$ cat config.mk
export PLATFORM = sky130hd
export DESIGN_NAME = fetch_unit_flat
export DESIGN_NICKNAME = d
export VERILOG_FILES = /design/src/rtl/fetch_pkg.sv /design/src/rtl/fetch_unit_if.sv /design/src/rtl/fetch_queue.sv /design/src/rtl/fetch_unit.sv /design/src/flat_wrapper.sv
export SDC_FILE = /design/constraint.sdc
export NUM_CORES = 1
export LEC_CHECK = 0
export CORE_ASPECT_RATIO = 2
export CORE_MARGIN = 2
export CORE_UTILIZATION = 45
export DETAILED_ROUTE_END_ITERATION = 10
export PLACE_DENSITY = 0.78
export SLEW_MARGIN = 30
export SYNTH_ARGS = -nofsm -noshare
export SYNTH_HDL_FRONTEND = slang
export SYNTH_SLANG_ARGS = --single-unit
$ cat constraint.sdc
create_clock -name clk -period 2.3 [get_ports clk]
set_clock_uncertainty 0.1 [all_clocks]
set_input_delay 0.46 -clock clk [delete_from_list [all_inputs] [get_ports clk]]
set_output_delay 0.46 -clock clk [all_outputs]
set_load 0.005 [all_outputs]
$ cat src/rtl/fetch_pkg.sv
// Shared types and constants for the instruction fetch front end.
// The optional halt-on-ecall feature is enabled by defining FETCH_HALT_EN.
package fetch_pkg;

  localparam int ADDR_W = 7;
  localparam int INST_W = 32;

  localparam logic [INST_W-1:0] ECALL_WORD = 32'h0000_0073;
  localparam logic [ADDR_W-1:0] PC_STEP    = 7'd4;
  localparam logic [ADDR_W-1:0] ALIGN_MASK = 7'h7C;

  typedef enum logic [0:0] {
    RUN  = 1'b0,
    HALT = 1'b1
  } fetch_state_e;

  typedef struct packed {
    logic [INST_W-1:0] data;
    logic [ADDR_W-1:0] pc;
  } entry_t;

  function automatic logic [ADDR_W-1:0] word_align(input logic [ADDR_W-1:0] addr);
    return addr & ALIGN_MASK;
  endfunction

endpackage

$ cat src/rtl/fetch_unit_if.sv
// ROM, redirect and decode-handshake bundle of the fetch unit.
// master = fetch unit side, slave = ROM/execute/decode side.
interface fetch_unit_if;
  import fetch_pkg::*;

  logic              rom_en;
  logic [ADDR_W-1:0] rom_addr;
  logic [INST_W-1:0] rom_data;
  logic              redirect_valid;
  logic [ADDR_W-1:0] redirect_pc;
  logic              inst_valid;
  logic              inst_ready;
  logic [INST_W-1:0] inst_data;
  logic [ADDR_W-1:0] inst_pc;

  modport master (
    output rom_en, rom_addr, inst_valid, inst_data, inst_pc,
    input  rom_data, redirect_valid, redirect_pc, inst_ready
  );

  modport slave (
    input  rom_en, rom_addr, inst_valid, inst_data, inst_pc,
    output rom_data, redirect_valid, redirect_pc, inst_ready
  );

endinterface

$ cat src/rtl/fetch_queue.sv
// Two-entry FIFO of {data, pc}; the head slot is itself the registered output,
// the second slot shifts into it on a pop.
module fetch_queue
  import fetch_pkg::*;
(
  input  logic   clk,
  input  logic   rst_n,
  input  logic   push,
  input  entry_t push_entry,
  input  logic   pop,
  input  logic   flush,
  output logic   full,
  output logic   empty,
  output entry_t head
);

  entry_t     tail_r;
  logic [1:0] count_r;
  logic       do_pop_s;

  assign do_pop_s = pop && (count_r != 2'd0);
  assign full     = (count_r == 2'd2);
  assign empty    = (count_r == 2'd0);

  // Occupancy and slot update; push with a full queue only arrives together with a pop
  always_ff @(posedge clk) begin
    if (!rst_n) begin
      count_r <= 2'd0;
      head    <= '0;
      tail_r  <= '0;
    end else if (flush) begin
      count_r <= 2'd0;
    end else begin
      case ({push, do_pop_s})
        2'b10: begin
          if (count_r == 2'd0) begin
            head <= push_entry;
          end else begin
            tail_r <= push_entry;
          end
          count_r <= count_r + 2'd1;
        end
        2'b01: begin
          head    <= tail_r;
          count_r <= count_r - 2'd1;
        end
        2'b11: begin
          if (count_r == 2'd1) begin
            head <= push_entry;
          end else begin
            head   <= tail_r;
            tail_r <= push_entry;
          end
        end
        default: begin
          count_r <= count_r;
        end
      endcase
    end
  end

endmodule

$ cat src/rtl/fetch_unit.sv
// Fetch front end: PC, one ROM read per cycle, 2-entry queue to decode, redirect flush.
// Define FETCH_HALT_EN to stop fetching after an ecall word has been pushed.
module fetch_unit
  import fetch_pkg::*;
#(
  parameter logic [ADDR_W-1:0] RESET_PC = 7'd0
)
(
  input logic          clk,
  input logic          rst_n,
  fetch_unit_if.master bus
);

  fetch_state_e      state_r;
  fetch_state_e      next_state_s;
  logic [ADDR_W-1:0] pc_r;
  logic              fetch_s;
  logic              pop_s;
  logic              full_s;
  logic              empty_s;
  entry_t            head_s;
  entry_t            push_entry_s;

  assign pop_s        = !empty_s && bus.inst_ready;
  assign push_entry_s = '{data: bus.rom_data, pc: pc_r};

  fetch_queue u_queue (
    .clk        (clk),
    .rst_n      (rst_n),
    .push       (fetch_s),
    .push_entry (push_entry_s),
    .pop        (pop_s),
    .flush      (bus.redirect_valid),
    .full       (full_s),
    .empty      (empty_s),
    .head       (head_s)
  );

  // State register
  always_ff @(posedge clk) begin
    if (!rst_n) begin
      state_r <= RUN;
    end else begin
      state_r <= next_state_s;
    end
  end

  // Next state: redirect always resumes; optionally an ecall fetch halts
  always_comb begin
    next_state_s = state_r;
    if (bus.redirect_valid) begin
      next_state_s = RUN;
`ifdef FETCH_HALT_EN
    end else if (fetch_s && (bus.rom_data == ECALL_WORD)) begin
      next_state_s = HALT;
`endif
    end else begin
      next_state_s = state_r;
    end
  end

  // Fetch decision; a pop frees a slot in the same cycle
  always_comb begin
    fetch_s = 1'b0;
    if (rst_n && (state_r == RUN) && !bus.redirect_valid && (!full_s || pop_s)) begin
      fetch_s = 1'b1;
    end else begin
      fetch_s = 1'b0;
    end
  end

  // Program counter, wraps naturally at 2^ADDR_W
  always_ff @(posedge clk) begin
    if (!rst_n) begin
      pc_r <= word_align(RESET_PC);
    end else if (bus.redirect_valid) begin
      pc_r <= word_align(bus.redirect_pc);
    end else if (fetch_s) begin
      pc_r <= pc_r + PC_STEP;
    end else begin
      pc_r <= pc_r;
    end
  end

  assign bus.rom_en     = fetch_s;
  assign bus.rom_addr   = pc_r;
  assign bus.inst_valid = !empty_s;
  assign bus.inst_data  = head_s.data;
  assign bus.inst_pc    = head_s.pc;

endmodule

$ cat src/flat_wrapper.sv
// flat-port wrapper written by rule: the top's interface ports become plain ports
module fetch_unit_flat import fetch_pkg::*;
#(
  parameter logic [ADDR_W-1:0] RESET_PC = 7'd0
)
  (clk, rst_n, bus_rom_en, bus_rom_addr, bus_inst_valid, bus_inst_data, bus_inst_pc, bus_rom_data, bus_redirect_valid, bus_redirect_pc, bus_inst_ready);
  fetch_unit_if bus_i ();
  input logic clk;
  input logic rst_n;
  output wire logic [$bits(bus_i.rom_en)-1:0] bus_rom_en;
  output wire logic [$bits(bus_i.rom_addr)-1:0] bus_rom_addr;
  output wire logic [$bits(bus_i.inst_valid)-1:0] bus_inst_valid;
  output wire logic [$bits(bus_i.inst_data)-1:0] bus_inst_data;
  output wire logic [$bits(bus_i.inst_pc)-1:0] bus_inst_pc;
  input wire logic [$bits(bus_i.rom_data)-1:0] bus_rom_data;
  input wire logic [$bits(bus_i.redirect_valid)-1:0] bus_redirect_valid;
  input wire logic [$bits(bus_i.redirect_pc)-1:0] bus_redirect_pc;
  input wire logic [$bits(bus_i.inst_ready)-1:0] bus_inst_ready;
  assign bus_rom_en = bus_i.rom_en;
  assign bus_rom_addr = bus_i.rom_addr;
  assign bus_inst_valid = bus_i.inst_valid;
  assign bus_inst_data = bus_i.inst_data;
  assign bus_inst_pc = bus_i.inst_pc;
  assign bus_i.rom_data = bus_rom_data;
  assign bus_i.redirect_valid = bus_redirect_valid;
  assign bus_i.redirect_pc = bus_redirect_pc;
  assign bus_i.inst_ready = bus_inst_ready;
  fetch_unit #(.RESET_PC(RESET_PC)) u_core (.clk(clk), .rst_n(rst_n), .bus(bus_i));
endmodule
# After elaboration in Yosys (flattened, before gate mapping)
# Index checks and enable logic that the tools add are counted.
classes:
  reduce_logical: 17
  bitwise: 2
  n_eq_ne: 8
  mux: 10
  addsub: 3
ops:
  columns: ["operator", "n"]
  rows:
  - ["2-to-1 mux 39 bit", 4]
  - ["one-hot mux 39 bit (3 select lines)", 1]
  - ["one-hot mux 39 bit (2 select lines)", 1]
  - ["2-to-1 mux 7 bit", 2]
  - ["nonzero test 2 bit", 4]
  - ["adder 7 x 3 -> 7 bit, second input constant", 1]
  - ["== test 2 bit, second input constant", 3]
  - ["== test 2 x 1 -> 1 bit, second input constant", 2]
  - ["logical AND 1 bit", 4]
  - ["!= test 2 bit, second input constant", 2]
  - ["one-hot mux 2 bit (2 select lines)", 1]
  - ["AND reduction 4 bit", 1]
  - ["zero test 1 bit", 3]
  - ["AND reduction 3 bit", 1]
  - ["nonzero test 3 bit", 1]
  - ["adder 2 x 1 -> 2 bit, second input constant", 1]
  - ["zero test 2 bit", 1]
  - ["!= test 2 x 1 -> 1 bit, second input constant", 1]
  - ["inverter 1 bit", 2]
  - ["OR reduction 2 bit", 1]
  - ["subtractor 2 x 1 -> 2 bit, second input constant", 1]
  - ["logical OR 1 bit", 1]
  - ["2-to-1 mux 1 bit", 1]
word_totals:
  input_bits: 43
  out_inout_bits: 48
  register_bits: 87

# Logic depth before layout (Yosys ltp)
depth:
  word_depth: 9
  depth_mapped: 13
  ltp_nobuf: 11

# Hierarchy
# From an unflattened synthesis, not the netlist that was laid out.
unflattened:
  cells_unflattened: 448
  area_unflattened_um2: 3575.9
modules_own_cells:
  columns: ["mod", "n_inst", "seq_area_each_um2", "area_each_um2", "cells_per_inst"]
  rows:
  - ["fetch_queue", 1, 1601.5, 3273.1, 412]
  - ["fetch_unit", 1, 100.1, 302.8, 36]

# Worst setup path before layout
# OpenSTA, ideal clock, no wires.
synth_path:
  path_type: "register to register"
  startpoint: "register u_core.u_queue.count_r[0]"
  endpoint: "register u_core.u_queue.head[10] (netlist name)"
  path_slack_ps: -54
  t_arrival_ps: 2129
  path_stages_with_launch: 14
  n_path_buf: 2
  period_less_slack_ps: 2354
  path_cell_list: "dfxtp_1 inv_1 ha_1 nand2b_4 nand2_1 nand3_1 inv_1 ha_1 nor2b_1 o21a_1 buf_6 buf_12 a22oi_2 a21oi_2"
synth_between:
  elab_chain_cells: 9
  elab_cells_between_ends: 19
  cone_classes: "eq/ne (6); mux (3); reduce/logical (10)"
synth_lines:
  columns: ["item", "line", "text"]
  rows:
  - ["start, declared", "fetch_queue.sv:18", "logic [1:0] count_r;"]
  - ["start signal, assigned", "fetch_queue.sv:41", "count_r <= count_r + 2'd1;"]
  - ["start signal, assigned", "fetch_queue.sv:45", "count_r <= count_r - 2'd1;"]
  - ["start signal, assigned", "fetch_queue.sv:56", "count_r <= count_r;"]
  - ["zero test 2 bit", "fetch_queue.sv:23", "assign empty = (count_r == 2'd0);"]
  - ["zero test 1 bit", "fetch_unit.sv:24", "assign pop_s = !empty_s && bus.inst_ready;"]
  - ["logical AND 1 bit", "fetch_unit.sv:24", null]
  - ["logical OR 1 bit *", "fetch_unit.sv:65", "if (rst_n && (state_r == RUN) && !bus.redirect_valid && (!full_s || pop_s)) begin"]
  - ["logical AND 1 bit *", "fetch_unit.sv:65", null]
  - ["2-to-1 mux 1 bit *", "fetch_unit.sv:65", null]
  - ["net bus_rom_en", "flat_wrapper.sv:10", "output wire logic [$bits(bus_i.rom_en)-1:0] bus_rom_en;"]
  - ["== test 2 bit / == test 2 x 1 -> 1 bit (equally long branches)", "fetch_queue.sv:34", "case ({push, do_pop_s})"]
  - ["!= test 2 x 1 -> 1 bit (no line) / nonzero test 3 bit (equally long branches)", null, null]
  - ["AND reduction 3 bit (no line)", null, null]
  - ["end signal, assigned", "fetch_queue.sv:37", "head <= push_entry;"]
  - ["end signal, assigned", "fetch_queue.sv:44", "head <= tail_r;"]
  - ["end signal, assigned", "fetch_queue.sv:49", "head <= push_entry;"]
  - ["end, declared", "fetch_queue.sv:14", "output entry_t head"]
# Mark *: on every way through the listed nets, which the timed path passes. The rest lies on a longest branch.
# A chain may end at the register's enable or synchronous reset.

# Final worst setup path
layout_path:
  startpoint: "register u_core.u_queue.count_r[0]"
  endpoint: "register u_core.u_queue.head[32] (netlist name)"
layout_between:
  elab_chain_cells: 9
  elab_cells_between_ends: 19
  cone_classes: "eq/ne (6); mux (3); reduce/logical (10)"
layout_lines:
  columns: ["item", "line"]
  rows:
  - ["zero test 2 bit", "fetch_queue.sv:23, fetch_queue.sv:36"]
  - ["zero test 1 bit", "fetch_unit.sv:24"]
  - ["logical AND 1 bit", "fetch_unit.sv:24"]
  - ["logical OR 1 bit", "fetch_unit.sv:65"]
  - ["logical AND 1 bit", "fetch_unit.sv:65"]
  - ["2-to-1 mux 1 bit", "fetch_unit.sv:65"]
  - ["== test 2 bit / == test 2 x 1 -> 1 bit (equally long branches)", "fetch_queue.sv:34"]
  - ["!= test 2 x 1 -> 1 bit (no line) / nonzero test 3 bit (equally long branches)", null]
  - ["AND reduction 3 bit (no line)", null]
# Parallel ways exist; a longest one is shown, timed or not.

==> qor.csv <==
metric,value,unit
status,finished clean,
clock_latency,0.33,ns
num_rows,47,
dp_hpwl,6130,um
insertedDiodeCount,0,
drive_above_1_share,28.5,%
io_buffers,84,
dp_cells,572,
powerDensity,647,mW/mm^2
layout_commonest_cell,clkdlybuf4s50_1,
worstPathMaxFanout,8,
io_pins,91,
drtAntennaViolNets,0,
relSlewSlack,55.0,%
cts_tree,done,
setup_violations,0,
final_cell_mix,"clkdlybuf4s50_1 (81), dfxtp_1 (79), nand2_1 (77)",
root_buffer,clkbuf_16,
place_area,0.00480,mm^2
ir_drop,0.000404,V
cap_violations,0,
cp_cell_sequence,inv_4 -> ha_4 -> nand2b_4 -> nand2_4 -> nand3_4 -> buf_6 -> buf_4 -> ha_2 -> o21a_4 -> clkbuf_16 -> a22oi_2 -> a21oi_2,
yosysSeqAreaShare,43.5,%
tightest_slew,0.674,ns
fp.coreArea,0.00817,mm^2
ys_warn_count,0,
cp_data_arrival_time,2.39,ns
nets,549,
cp_slowest_cell,dfxtp_2,
path_class,reg2reg,
grt_pass1_wl,14200,um
fillerInstances,649,
drc,0,
cts_buffers,9,
slew_viol_final,0,
vias,3197,
fin_setup_tns,0,ns
crit_required,2.42,ns
endpoint_kind,register,
finalNonFillerCells,599,
dieHeight,133,um
layout_min_cycle_time,2.27,ns
antenna_found_initial,0,
first_pass_iters,4,
areaGrowthSynthToFinish,45.2,%
cpLargestDelayFamily,compound AO/OA/AOI/OAI gates,
grt_pass1_vias,3121,
grt_overflow_total,0,
slowest_delay,0.35,ns
wl_per_cell,16.7,um
path_clk_slew,0.06,ns
ys_seq_elements,81,
synth_cell_types,31,
place_congestion,0.735,
start_util,45.6,%
cts_hold_buf,0,
final_core_util,66.2,%
power.leakage,1.97,nW
min_period_over_period,98.9,%
fmax,440,MHz
syn_inst,391,
syn_avg_cell_area,9.53,um^2
cts_sinks,81,
min_path_type,reg2reg,
grt_max_degree,83,
vias_per_cell,5.34,
grt_use_total,20.5,%
syn_area,0.00373,mm^2
cts-htree-levels,3,
die_w,68.4,um
initialDrtViolationCount,207,
crit_buf_inv,4,
dieArea,0.00907,mm^2
wirelength,10000,um
hold_violations,0,
critical_path.startpoint_type,register,
clock_path_buffers,2,
finalInstanceArea,0.00541,mm^2
[cells by family (layout without fill, tap and decap cells)]
kind of cell,after synthesis,after routing,synth area share [%]
AOI/OAI and AO/OA,166,166,35.1
adders and majority gates,8,8,2.69
muxes,1,1,0.269
and+or+nand+nor,87,87,9.30
buffers and inverters,41,148,7.59
other,1,4,0.101
xor gates and xnor gates,6,6,1.41
DFF,81,81,43.5
[final cells by class]
type | count | area (um^2) | area share [%]
Clock buffer | 14 | 264 | 4.88
Inverter | 6 | 27.5 | 0.509
Multi-Input combinational cell | 272 | 1970 | 36.4
Sequential cell | 81 | 1620 | 30.0
Tap cell | 98 | 123 | 2.27
Timing Repair Buffer | 128 | 1400 | 25.9
[worst register-to-register path, cell delays in order (launching register included)]
cell and delay [ns]:
dfxtp_2 0.35, inv_4 0.06, ha_4 0.17, nand2b_4 0.15
nand2_4 0.07, nand3_4 0.09, buf_6 0.13, buf_4 0.12
ha_2 0.19, o21a_4 0.28, clkbuf_16 0.20, a22oi_2 0.19
a21oi_2 0.07
[timing repair]
item / in CTS / in global routing
gates cloned: 0 / 7
buffers inserted: 4 / 3
resized for setup: 10 / 24
endpoints found under the setup margin: 72 / 74
pin swaps: 4 / 24
[report_power, final]
| group | switching [mW] | leakage [nW] | internal [mW] |
|---|---|---|---|
| sequential | 0.0570 | 0.662 | 1.49 |
| combinational | 0.292 | 1.18 | 0.363 |
| clock | 0.521 | 0.129 | 0.779 |
[cells in the mapped netlist, drive strengths merged]
cell type	n	share of area [%]
a211oi	2	0.54
a21boi	38	7.7
a21oi	44	9.0
a22oi	37	11
buf	27	6.2
clkbuf	8	0.81
clkinv	1	0.10
conb	1	0.10
dfxtp	81	44
ha	8	2.7
inv	5	0.50
mux2i	1	0.27
nand2	79	8.0
nand2b	1	0.37
nand3	2	0.27
nand4	2	0.34
nor2	2	0.20
nor2b	1	0.17
o211a	1	0.27
o211ai	1	0.34
o21a	1	0.20
o21ai	42	5.6
xnor2	6	1.4
[final timing paths]
check,endpoint,from,slack (ns),cells past startpoint
setup / recovery,u_core.u_queue.head[32],u_core.u_queue.count_r[0],0.03,12
hold / removal,u_core.u_queue.tail_r[35],u_core.u_queue.tail_r[35],0.35,2
setup reg to reg,u_core.u_queue.head[32],u_core.u_queue.count_r[0],0.03,12
hold reg to reg,u_core.u_queue.tail_r[35],u_core.u_queue.tail_r[35],0.35,2
[layer usage]
layer	track usage, %	routed length, um	up-vias
li1	-	-	1577
met2	37.2	5700	83
met5	0	0	-
met4	11.4	310	0
met1	21.6	3720	1518
met3	2.21	290	19
[state kept, by name, indices dropped and copies added, names as in the netlist]
name,count
u_core.u_queue.count_r,2
u_core.bus.rom_addr,5
u_core.u_queue.tail_r,37
u_core.u_queue.head,37
[through the flow]
stage | worst slack, ns | hold WS [ns] | power (mW)
floorplan | 0.0244 | 0.335 | 1.86
global placement | -0.281 | 0.340 | 2.15
detailed placement | -0.373 | 0.348 | 2.17
CTS | -0.00529 | 0.356 | 3.48
global route | -0.0290 | 0.374 | 3.63
finish | 0.0251 | 0.355 | 3.50
No activity file was read; power rests on OpenSTA's default activity.
